<file path="config.mk">
export PLATFORM = sky130hd
export DESIGN_NAME = ibex_probe_ctrl_flat
export DESIGN_NICKNAME = d
export VERILOG_FILES = /design/src/rtl/ibex_probe_ctrl_if.sv /design/src/rtl/ibex_probe_ctrl.sv /design/src/flat_wrapper.sv
export SDC_FILE = /design/constraint.sdc
export NUM_CORES = 1
export LEC_CHECK = 0
export CORE_MARGIN = 1
export CORE_UTILIZATION = 29
export DETAILED_ROUTE_END_ITERATION = 12
export PLACE_DENSITY_LB_ADDON = 0.15
export SYNTH_ARGS = -nofsm -noshare
export SYNTH_HDL_FRONTEND = slang
export SYNTH_SLANG_ARGS = --single-unit
</file>
<file path="constraint.sdc">
create_clock -name clk -period 2.2 [get_ports clk]
set_clock_uncertainty 0.1 [all_clocks]
set_input_delay 0.33 -clock clk [delete_from_list [all_inputs] [get_ports clk]]
set_output_delay 0.33 -clock clk [all_outputs]
set_load 0.05 [all_outputs]
</file>
<file path="src/rtl/ibex_probe_ctrl_if.sv">
// ibex_probe_ctrl_if
// Command channel into the probe controller. A command transfers on a rising
// clock edge when cmd_valid and cmd_ready are both high.
//   cmd_valid  master->slave  command offered
//   cmd_ready  slave->master  controller idle and able to take a command
//   cmd_op     master->slave  0=DBG_PULSE, 1=IRQ_PULSE, 2=HALT, 3=RESUME
//   cmd_len    master->slave  pulse length in cycles (0 behaves as 1)
//   cmd_idx    master->slave  fast-interrupt line select
interface ibex_probe_ctrl_if #(
   parameter int NUM_IRQ = 15,
   parameter int CNT_W   = 16
) ();
   logic                       cmd_valid;
   logic                       cmd_ready;
   logic [1:0]                 cmd_op;
   logic [CNT_W-1:0]           cmd_len;
   logic [$clog2(NUM_IRQ)-1:0] cmd_idx;

   modport master (
      output cmd_valid,
      output cmd_op,
      output cmd_len,
      output cmd_idx,
      input  cmd_ready
   );

   modport slave (
      input  cmd_valid,
      input  cmd_op,
      input  cmd_len,
      input  cmd_idx,
      output cmd_ready
   );
endinterface

</file>
<file path="src/rtl/ibex_probe_ctrl.sv">
// ibex_probe_ctrl
// Stimulus and observation block wrapped around an Ibex core in a test
// harness. It holds the core's fetch off for FETCH_DLY cycles after reset,
// then accepts commands that pulse debug_req or one fast interrupt line, or
// halt/resume instruction fetch. It also counts rising edges of the core's
// ecall and alert outputs and keeps sticky flags for the first ecall and for
// any major alert.
//   clk, rst_n        clock and asynchronous active-low reset
//   cmd               command channel (slave side)
//   fetch_enable      fetch enable to the core
//   debug_req         debug request pulse to the core
//   irq_fast          fast interrupt lines to the core (one-hot while pulsing)
//   ecall, core_sleep, alert_minor, alert_major   status from the core
//   ecall_cnt, minor_cnt, major_cnt               saturating edge counters
//   major_seen, test_done                         sticky flags
//   clr               synchronous clear of counters and sticky flags
// Every output is taken straight from a register or decoded from the state
// register only, so no input reaches an output combinationally.
module ibex_probe_ctrl #(
   parameter int NUM_IRQ   = 15,
   parameter int CNT_W     = 16,
   parameter int FETCH_DLY = 4
) (
   input  logic               clk,
   input  logic               rst_n,
   ibex_probe_ctrl_if.slave   cmd,
   output logic               fetch_enable,
   output logic               debug_req,
   output logic [NUM_IRQ-1:0] irq_fast,
   input  logic               ecall,
   input  logic               core_sleep,
   input  logic               alert_minor,
   input  logic               alert_major,
   output logic [CNT_W-1:0]   ecall_cnt,
   output logic [CNT_W-1:0]   minor_cnt,
   output logic [CNT_W-1:0]   major_cnt,
   output logic               major_seen,
   output logic               test_done,
   input  logic               clr
);

   localparam int IW = $clog2(NUM_IRQ);
   // One spare count value so FETCH_DLY itself is representable, even for 0.
   localparam int BW = $clog2(FETCH_DLY + 2);
   localparam logic [BW-1:0]    BOOT_LAST = BW'(FETCH_DLY);
   localparam logic [CNT_W-1:0] ONE       = CNT_W'(1);
   localparam logic [CNT_W-1:0] CNT_MAX   = '1;

   localparam logic [1:0] OP_DBG  = 2'd0;
   localparam logic [1:0] OP_IRQ  = 2'd1;
   localparam logic [1:0] OP_HALT = 2'd2;

   typedef enum logic [1:0] {
      BOOT,
      IDLE,
      DBG_HOLD,
      IRQ_HOLD
   } state_e;

   state_e           state_q, state_d;
   logic [BW-1:0]    boot_cnt_q, boot_cnt_d;
   logic [CNT_W-1:0] remain_q, remain_d;
   logic [IW-1:0]    idx_q, idx_d;
   logic             fetch_q, fetch_d;
   logic [CNT_W-1:0] len_eff;

   logic ecall_q, minor_q, major_q, sleep_q;
   logic ecall_rise, minor_rise, major_rise;
   logic unused_sleep_rise;

   // A zero length still produces a one-cycle pulse.
   assign len_eff = (cmd.cmd_len == '0) ? ONE : cmd.cmd_len;

   assign cmd.cmd_ready = (state_q == IDLE);
   assign fetch_enable  = fetch_q;
   assign debug_req     = (state_q == DBG_HOLD);

   // State and captured command fields. Reset drops the pulse outputs at once
   // because they decode from state_q, and restarts the boot delay.
   always_ff @(posedge clk or negedge rst_n) begin
      if (!rst_n) begin
         state_q    <= BOOT;
         boot_cnt_q <= '0;
         remain_q   <= '0;
         idx_q      <= '0;
         fetch_q    <= 1'b0;
      end else begin
         state_q    <= state_d;
         boot_cnt_q <= boot_cnt_d;
         remain_q   <= remain_d;
         idx_q      <= idx_d;
         fetch_q    <= fetch_d;
      end
   end

   // Next-state logic. The hold states count the captured length down and
   // ignore everything on the command channel and from the core.
   always_comb begin
      state_d    = state_q;
      boot_cnt_d = boot_cnt_q;
      remain_d   = remain_q;
      idx_d      = idx_q;
      fetch_d    = fetch_q;
      unique case (state_q)
         BOOT: begin
            if (boot_cnt_q == BOOT_LAST) begin
               state_d = IDLE;
               fetch_d = 1'b1;
            end else begin
               boot_cnt_d = boot_cnt_q + BW'(1);
            end
         end
         IDLE: begin
            if (cmd.cmd_valid) begin
               unique case (cmd.cmd_op)
                  OP_DBG: begin
                     state_d  = DBG_HOLD;
                     remain_d = len_eff;
                  end
                  OP_IRQ: begin
                     state_d  = IRQ_HOLD;
                     remain_d = len_eff;
                     idx_d    = cmd.cmd_idx;
                  end
                  OP_HALT: fetch_d = 1'b0;
                  default: fetch_d = 1'b1;
               endcase
            end
         end
         default: begin
            if (remain_q == ONE) begin
               state_d = IDLE;
            end else begin
               remain_d = remain_q - ONE;
            end
         end
      endcase
   end

   // One-hot interrupt decode; an index beyond the last line drives nothing.
   always_comb begin
      irq_fast = '0;
      if (state_q == IRQ_HOLD) begin
         for (int i = 0; i < NUM_IRQ; i++) begin
            if (idx_q == IW'(i)) begin
               irq_fast[i] = 1'b1;
            end
         end
      end
   end

   assign ecall_rise        = ecall & ~ecall_q;
   assign minor_rise        = alert_minor & ~minor_q;
   assign major_rise        = alert_major & ~major_q;
   // core_sleep is sampled for edge detection but deliberately steers nothing.
   assign unused_sleep_rise = core_sleep & ~sleep_q;

   // Edge samples always track their inputs; clr wins over a same-cycle edge,
   // so that edge is lost rather than counted after the clear.
   always_ff @(posedge clk or negedge rst_n) begin
      if (!rst_n) begin
         ecall_q    <= 1'b0;
         minor_q    <= 1'b0;
         major_q    <= 1'b0;
         sleep_q    <= 1'b0;
         ecall_cnt  <= '0;
         minor_cnt  <= '0;
         major_cnt  <= '0;
         major_seen <= 1'b0;
         test_done  <= 1'b0;
      end else begin
         ecall_q <= ecall;
         minor_q <= alert_minor;
         major_q <= alert_major;
         sleep_q <= core_sleep;
         if (clr) begin
            ecall_cnt  <= '0;
            minor_cnt  <= '0;
            major_cnt  <= '0;
            major_seen <= 1'b0;
            test_done  <= 1'b0;
         end else begin
            if (ecall_rise) begin
               test_done <= 1'b1;
               if (ecall_cnt != CNT_MAX) ecall_cnt <= ecall_cnt + ONE;
            end
            if (minor_rise && (minor_cnt != CNT_MAX)) begin
               minor_cnt <= minor_cnt + ONE;
            end
            if (major_rise) begin
               major_seen <= 1'b1;
               if (major_cnt != CNT_MAX) major_cnt <= major_cnt + ONE;
            end
         end
      end
   end

endmodule

</file>
<file path="src/flat_wrapper.sv">
// flat-port wrapper written by rule: the top's interface ports become plain ports
module ibex_probe_ctrl_flat 
#(
   parameter int NUM_IRQ   = 15,
   parameter int CNT_W     = 16,
   parameter int FETCH_DLY = 4
)
  (clk, rst_n, fetch_enable, debug_req, irq_fast, ecall, core_sleep, alert_minor, alert_major, ecall_cnt, minor_cnt, major_cnt, major_seen, test_done, clr, cmd_cmd_valid, cmd_cmd_op, cmd_cmd_len, cmd_cmd_idx, cmd_cmd_ready);
  ibex_probe_ctrl_if #(.NUM_IRQ(NUM_IRQ), .CNT_W(CNT_W)) cmd_i ();
  input  logic clk;
  input  logic rst_n;
  output logic fetch_enable;
  output logic debug_req;
  output logic [NUM_IRQ-1:0] irq_fast;
  input  logic ecall;
  input  logic core_sleep;
  input  logic alert_minor;
  input  logic alert_major;
  output logic [CNT_W-1:0] ecall_cnt;
  output logic [CNT_W-1:0] minor_cnt;
  output logic [CNT_W-1:0] major_cnt;
  output logic major_seen;
  output logic test_done;
  input  logic clr;
  input wire logic [$bits(cmd_i.cmd_valid)-1:0] cmd_cmd_valid;
  input wire logic [$bits(cmd_i.cmd_op)-1:0] cmd_cmd_op;
  input wire logic [$bits(cmd_i.cmd_len)-1:0] cmd_cmd_len;
  input wire logic [$bits(cmd_i.cmd_idx)-1:0] cmd_cmd_idx;
  output wire logic [$bits(cmd_i.cmd_ready)-1:0] cmd_cmd_ready;
  assign cmd_i.cmd_valid = cmd_cmd_valid;
  assign cmd_i.cmd_op = cmd_cmd_op;
  assign cmd_i.cmd_len = cmd_cmd_len;
  assign cmd_i.cmd_idx = cmd_cmd_idx;
  assign cmd_cmd_ready = cmd_i.cmd_ready;
  ibex_probe_ctrl #(.NUM_IRQ(NUM_IRQ), .CNT_W(CNT_W), .FETCH_DLY(FETCH_DLY)) u_core (.clk(clk), .rst_n(rst_n), .cmd(cmd_i), .fetch_enable(fetch_enable), .debug_req(debug_req), .irq_fast(irq_fast), .ecall(ecall), .core_sleep(core_sleep), .alert_minor(alert_minor), .alert_major(alert_major), .ecall_cnt(ecall_cnt), .minor_cnt(minor_cnt), .major_cnt(major_cnt), .major_seen(major_seen), .test_done(test_done), .clr(clr));
endmodule
</file>
After elaboration in Yosys (flattened, before gate mapping)
Cells that the tools add are included.
{"block": "classes", "add_sub_neg": 5, "eq_ne": 30, "mux": 42, "bitwise_logic": 8, "n_reduce_logical": 20}
{"cell": "16-bit 2-to-1 mux", "count": 12}
{"cell": "16-bit by 1-bit adder with 16-bit output, second input constant", "count": 3}
{"cell": "16-bit inequality test, second input constant", "count": 3}
{"cell": "16-bit one-hot mux with 2 select lines", "count": 1}
{"cell": "4-bit equality test, second input constant", "count": 7}
{"cell": "1-bit 2-to-1 mux", "count": 21}
{"cell": "16-bit by 1-bit equality test with 1-bit output, second input constant", "count": 1}
{"cell": "4-bit by 3-bit equality test with 1-bit output, second input constant", "count": 4}
{"cell": "16-bit logical NOT", "count": 1}
{"cell": "16-bit by 1-bit subtractor with 16-bit output, second input constant", "count": 1}
{"cell": "15-bit 2-to-1 mux", "count": 1}
{"cell": "4-bit AND reduction", "count": 3}
{"cell": "2-bit nonzero test", "count": 6}
{"cell": "4-bit by 2-bit equality test with 1-bit output, second input constant", "count": 2}
{"cell": "2-bit inequality test, second input constant", "count": 4}
{"cell": "2-bit one-hot mux with 2 select lines", "count": 2}
{"cell": "2-bit equality test, second input constant", "count": 3}
{"cell": "2-bit 2-to-1 mux", "count": 3}
{"cell": "2-bit AND reduction", "count": 3}
{"cell": "1-bit inverter", "count": 5}
{"cell": "2-bit by 1-bit equality test with 1-bit output, second input constant", "count": 2}
{"cell": "4-bit by 1-bit equality test with 1-bit output, second input constant", "count": 1}
{"cell": "2-bit logical NOT", "count": 2}
{"cell": "4-bit logical NOT", "count": 1}
{"cell": "10 further kinds", "count": 13}
{"block": "word_totals", "ff_bits": 79, "input_bits": 30}

Depth between registers and ports, before layout
{"block": "depth", "depth_word": 5, "mapped_depth": 7}

Least setup slack after synthesis
No wires, ideal clock.
{"block": "synth_path", "path_type": "reg-to-output", "from": "register u_core.state_q[1]", "to": "output port irq_fast[0]", "arrival_time_ns": 1.951, "t_required_ns": 1.770, "slack_ns": -0.181, "path_stages_with_launch": 4, "cell_sequence": "dfrtp_1 -> nand2_1 -> or3_1 -> nor3_1"}
{"block": "synth_between", "elab_chain_cells": 2}
{"element": "start, declared", "line": "ibex_probe_ctrl.sv:60", "rtl": "state_e state_q, state_d;"}
{"element": "start signal, assigned", "line": "ibex_probe_ctrl.sv:88", "rtl": "state_q <= state_d;"}
{"element": "2-bit equality test", "line": "ibex_probe_ctrl.sv:143", "rtl": "if (state_q == IRQ_HOLD) begin"}
{"element": "15-bit 2-to-1 mux", "line": "ibex_probe_ctrl.sv:143"}
{"element": "end, declared", "line": "flat_wrapper.sv:14", "rtl": "output logic [NUM_IRQ-1:0] irq_fast;"}
No other way between the ends.

Final worst setup path
{"block": "layout_path", "from": "register u_core.remain_q[14]", "to": "register u_core.remain_q[2]"}
{"block": "layout_between", "elab_chain_cells": 3}
{"element": "start, declared", "line": "ibex_probe_ctrl.sv:62", "rtl": "logic [CNT_W-1:0] remain_q, remain_d;"}
{"element": "start signal, assigned", "line": "ibex_probe_ctrl.sv:90", "rtl": "remain_q <= remain_d;"}
{"element": "16-bit by 1-bit equality test with 1-bit output", "line": "ibex_probe_ctrl.sv:131", "rtl": "if (remain_q == ONE) begin"}
{"element": "2-bit inequality test (no source line)"}
{"element": "4-bit AND reduction (no source line)"}
No other way between the ends.
A chain may end at the register's enable or synchronous reset.

==> results.tsv <==
stage	metric	value	unit
final_layout	Area growth, synth to finish	42.90	%
worst_setup_path	arrival time of the worst setup path	2.29	ns
floorplanning	full die area	16430	sq um
place	Post-DP HPWL	9.257	mm
yosys	Post-synth top cells	dfrtp_1, a21oi_1, nor2_1	
yosys	top_reg_cell synth	dfrtp_1	
worst_setup_path	Buf/Inv on CP	1	
sta	crit share post-route	98.52	%
clock_network	H-tree depth	3	
power	sw frac	27.32	%
final_layout	Core Util, Final	42.92	%
worst_setup_path	FF-to-FF End	u_core.remain_q[2]	
yosys	flops & latches, synth	79	
place	PortBufs	96	
power	switching power	0.001097	W
floorplanning	starting density of the core	30.04	%
yosys	synthesized area	4617	sq um
final_layout	Multi-input gate area	2495	sq um
yosys	synth top area cells	dfrtp_1, a21oi_1, o31ai_1	
worst_setup_path	CP top delay family	compound AO/OA/AOI/OAI gates	
sta	Rel. slew slack	59.95	%
route	Remaining DRCs	0	
sta	hold violation count in the final report	0	
floorplanning	Die H	128.2	um
clock_network	Root Buffer	clkbuf_16	
yosys	Async S/R FF share, synth	100.0	%
power	Pint	0.002918	W
yosys	top-area cell type share of the netlist area	42.82	%
worst_hold_path	worst hold path type	in -> reg	
floorplanning	die width	128.2	um
place	routability congestion estimate	0.8353	
sta	Max Clk Rate	461.4	MHz
sta	Slew @ Worst Pin	0.5961	ns
worst_setup_path	crit path cell chain	or4_4 -> o41ai_4 -> buf_2 -> a21oi_2 -> o22a_1	
clock_network	maximum clock insertion buffer count	2	
clock_network	CTS Sinks	79	
clock_network	latest clock arrival within the worst-skew pair	0.34	ns
power	pwr dens	608.5	nW/um^2
sta	final setup fails	0	
worst_hold_path	Hold Path End	u_core.test_done	
floorplanning	core area	15370	sq um
final_layout	diodes inserted	0	
yosys	Synth Warn #	0	
sta	Tmin final	2.167	ns
yosys	Mean Syn Cell Area	9.053	sq um
worst_setup_path	Worst path max stage delay	0.59	ns
sta	Fin Setup TNS	0	ns
worst_setup_path	Critical Path RT	2.32	ns
worst_setup_path	CP Launch Type	flop	
route	mean number of vias per cell	5.334	
clock_network	CTS clk-pin slew, worst paths	0.06	ns
yosys	Syn Inst Count	510	
run_status	status	finished clean	
sta	hold slack	0.2757	ns
power	Clock Power Share	40.7	%
sta	RSZ-0062 raised after global routing	yes	
worst_setup_path	worst r2r path cells	5	
power	Logic pwr share	18.0	%
route	ANT nets after route	0	
clock_network	CTS tree	yes	
power	Leak Pwr	2.609	nW
yosys	post-synthesis cell type count	61	
worst_hold_path	hold path depth	2	
final_layout	Register Area	1987	sq um
route	Iter 0 DRT Violations	277	
grt	remaining global-route overflow	0	
yosys	Post-Syn Nets	547	
route	1st-pass router iterations	5	
grt	largest net degree at the start of global routing	80	
yosys	most area-hungry cell type in the Yosys netlist	dfrtp_1	
floorplanning	FP Rows	45	
yosys	Post-synth EDFFs	0	
final_layout	fill count	1509	
worst_setup_path	Critical-path top delay cell	or4_4	
power	part of the power in registers	41.3	%
final_layout	share of layout cells above drive strength 1	17.96	%
route	Final Routed Wirelength	13.26	mm
yosys	most common cell in the netlist	dfrtp_1	
worst_setup_path	Setup CP Type	reg -> reg	
worst_hold_path	hold path start	clr	
floorplanning	I/O pin cnt	98	
worst_setup_path	CP endpoint kind	flop	
grt	gr usage total	16.74	%
grt	vias in the first global route	4442	
power	post-layout total power	0.004015	W
run	Max Cap Violations	0	
worst_setup_path	Reg2Reg Launch Point	u_core.remain_q[14]	
final_layout	Nets	678	
clock_network	total CTS buffers	9	
grt	initial antenna violation count	0	
route	DR vias	4571	
route	Routed WL per cell	15.47	um
worst_setup_path	FF-to-FF setup slack	0.03	ns
grt	first-pass GRT wire length	21.78	mm
yosys	sequential share of the synthesized area	42.82	%
power	VDD IR-drop max	0.5077	mV
sta	Max Slew Vio Count	0	
worst_setup_path	critical path peak fanout	7	
==> kinds of logic (layout without fill, tap and decap cells) <==
kind of cell	after synthesis	count (layout)	synth area share [%]
fa+ha+maj	7	7	1.897
flops	79	79	42.82
compound gates	147	147	21.57
simple gates	221	221	26.72
xor+xnor	2	2	0.3795
buf+inv	42	178	3.685
mux	12	12	2.927
==> registers in the layout, summed over array words and instances (netlist names) <==
signal / cells
u_core.ecall_cnt: 16
u_core.boot_cnt_q: 3
u_core.major_seen: 1
u_core.major_q: 1
u_core.minor_q: 1
u_core.minor_cnt: 16
u_core.state_q: 2
u_core.idx_q: 4
u_core.ecall_q: 1
u_core.major_cnt: 16
u_core.fetch_enable: 1
u_core.remain_q: 16
u_core.test_done: 1
==> per-layer routing <==
metal	track usage, %	routed length, um	part of all wire [%]
met4	4.844	184	1.4
met5	0	0	0
met1	20.81	6098	46
met3	4.674	658	5.0
met2	28.23	6317	48
==> through the flow <==
step	instances	setup slack [ns]	instance area, sq um
6_report	857	0.03266	6598
5_1_grt	857	-0.03382	6598
4_1_cts	853	0.01550	6563
3_5_place_dp	836	-0.08249	6232
3_3_place_gp	836	-0.02270	6232
2_1_floorplan	510	-0.03019	4644
==> power groups by stage <==
stage | sequential, W | clock, W | combinational, W
floorplan | 0.00172 | 0 | 0.000340
global route | 0.00167 | 0.00174 | 0.000802
detailed placement | 0.00169 | 0 | 0.000699
global placement | 0.00168 | 0 | 0.000685
finish | 0.00166 | 0.00163 | 0.000725
CTS | 0.00166 | 0.00169 | 0.000701
==> worst max-delay path by stage <==
stage          cells after the start  slack, ns                   to                start
6_report                           5       0.03   u_core.remain_q[2]  u_core.remain_q[14]
3_5_place_dp                       6      -0.08  u_core.ecall_cnt[8]                ecall
5_1_grt                            5      -0.03   u_core.remain_q[7]  u_core.remain_q[13]
4_1_cts                            7       0.02   u_core.remain_q[8]   u_core.remain_q[1]
2_1_floorplan                      7      -0.03  u_core.remain_q[10]   u_core.remain_q[1]
3_3_place_gp                       7      -0.02  u_core.remain_q[12]   u_core.remain_q[1]
==> final cells by class <==
class	count	share of cell area, %
inverters	16	0.9103
repair buffers	146	22.36
clock inverters	4	1.062
clock buffers	12	3.736
multi-input cells	389	37.82
flip-flops and latches	79	30.12
well taps	211	4.002
==> cells in the final DEF (no fill, tap or decap), types with 3 or more instances in the layout <==
cell,count
a31oi_1,7
and2_1,3
buf_12,15
nor2_1,42
nand2_1,35
o2111ai_1,4
nor2b_1,12
nand3b_1,3
ha_1,7
a211oi_1,4
a2bb2oi_1,3
dfrtp_1,71
o211ai_1,7
nand4b_1,3
o21ai_0,12
a41oi_1,3
o31ai_1,22
or4_1,21
and4_1,7
nor3_1,14
a21oi_1,46
a22oi_1,10
nand4_1,17
buf_4,51
o22a_1,3
clkbuf_16,9
mux2_2,12
clkdlybuf4s50_1,76
o22ai_1,5
dfrtp_2,8
inv_1,14
nand2b_1,6
and3_1,9
nand3_1,15
nor4_1,13
or3_1,11
==> what timing repair did <==
action | in CTS | in global routing
setup endpoints to repair | 3 | 21
endpoints found under the hold margin | 79 | 0
gates cloned | 0 | 1
hold buffers | 1 | 0
resized for setup | 1 | 2
setup buffers | 0 | 3
pin swaps | 0 | 5
Power figures use the tool's default switching activity.
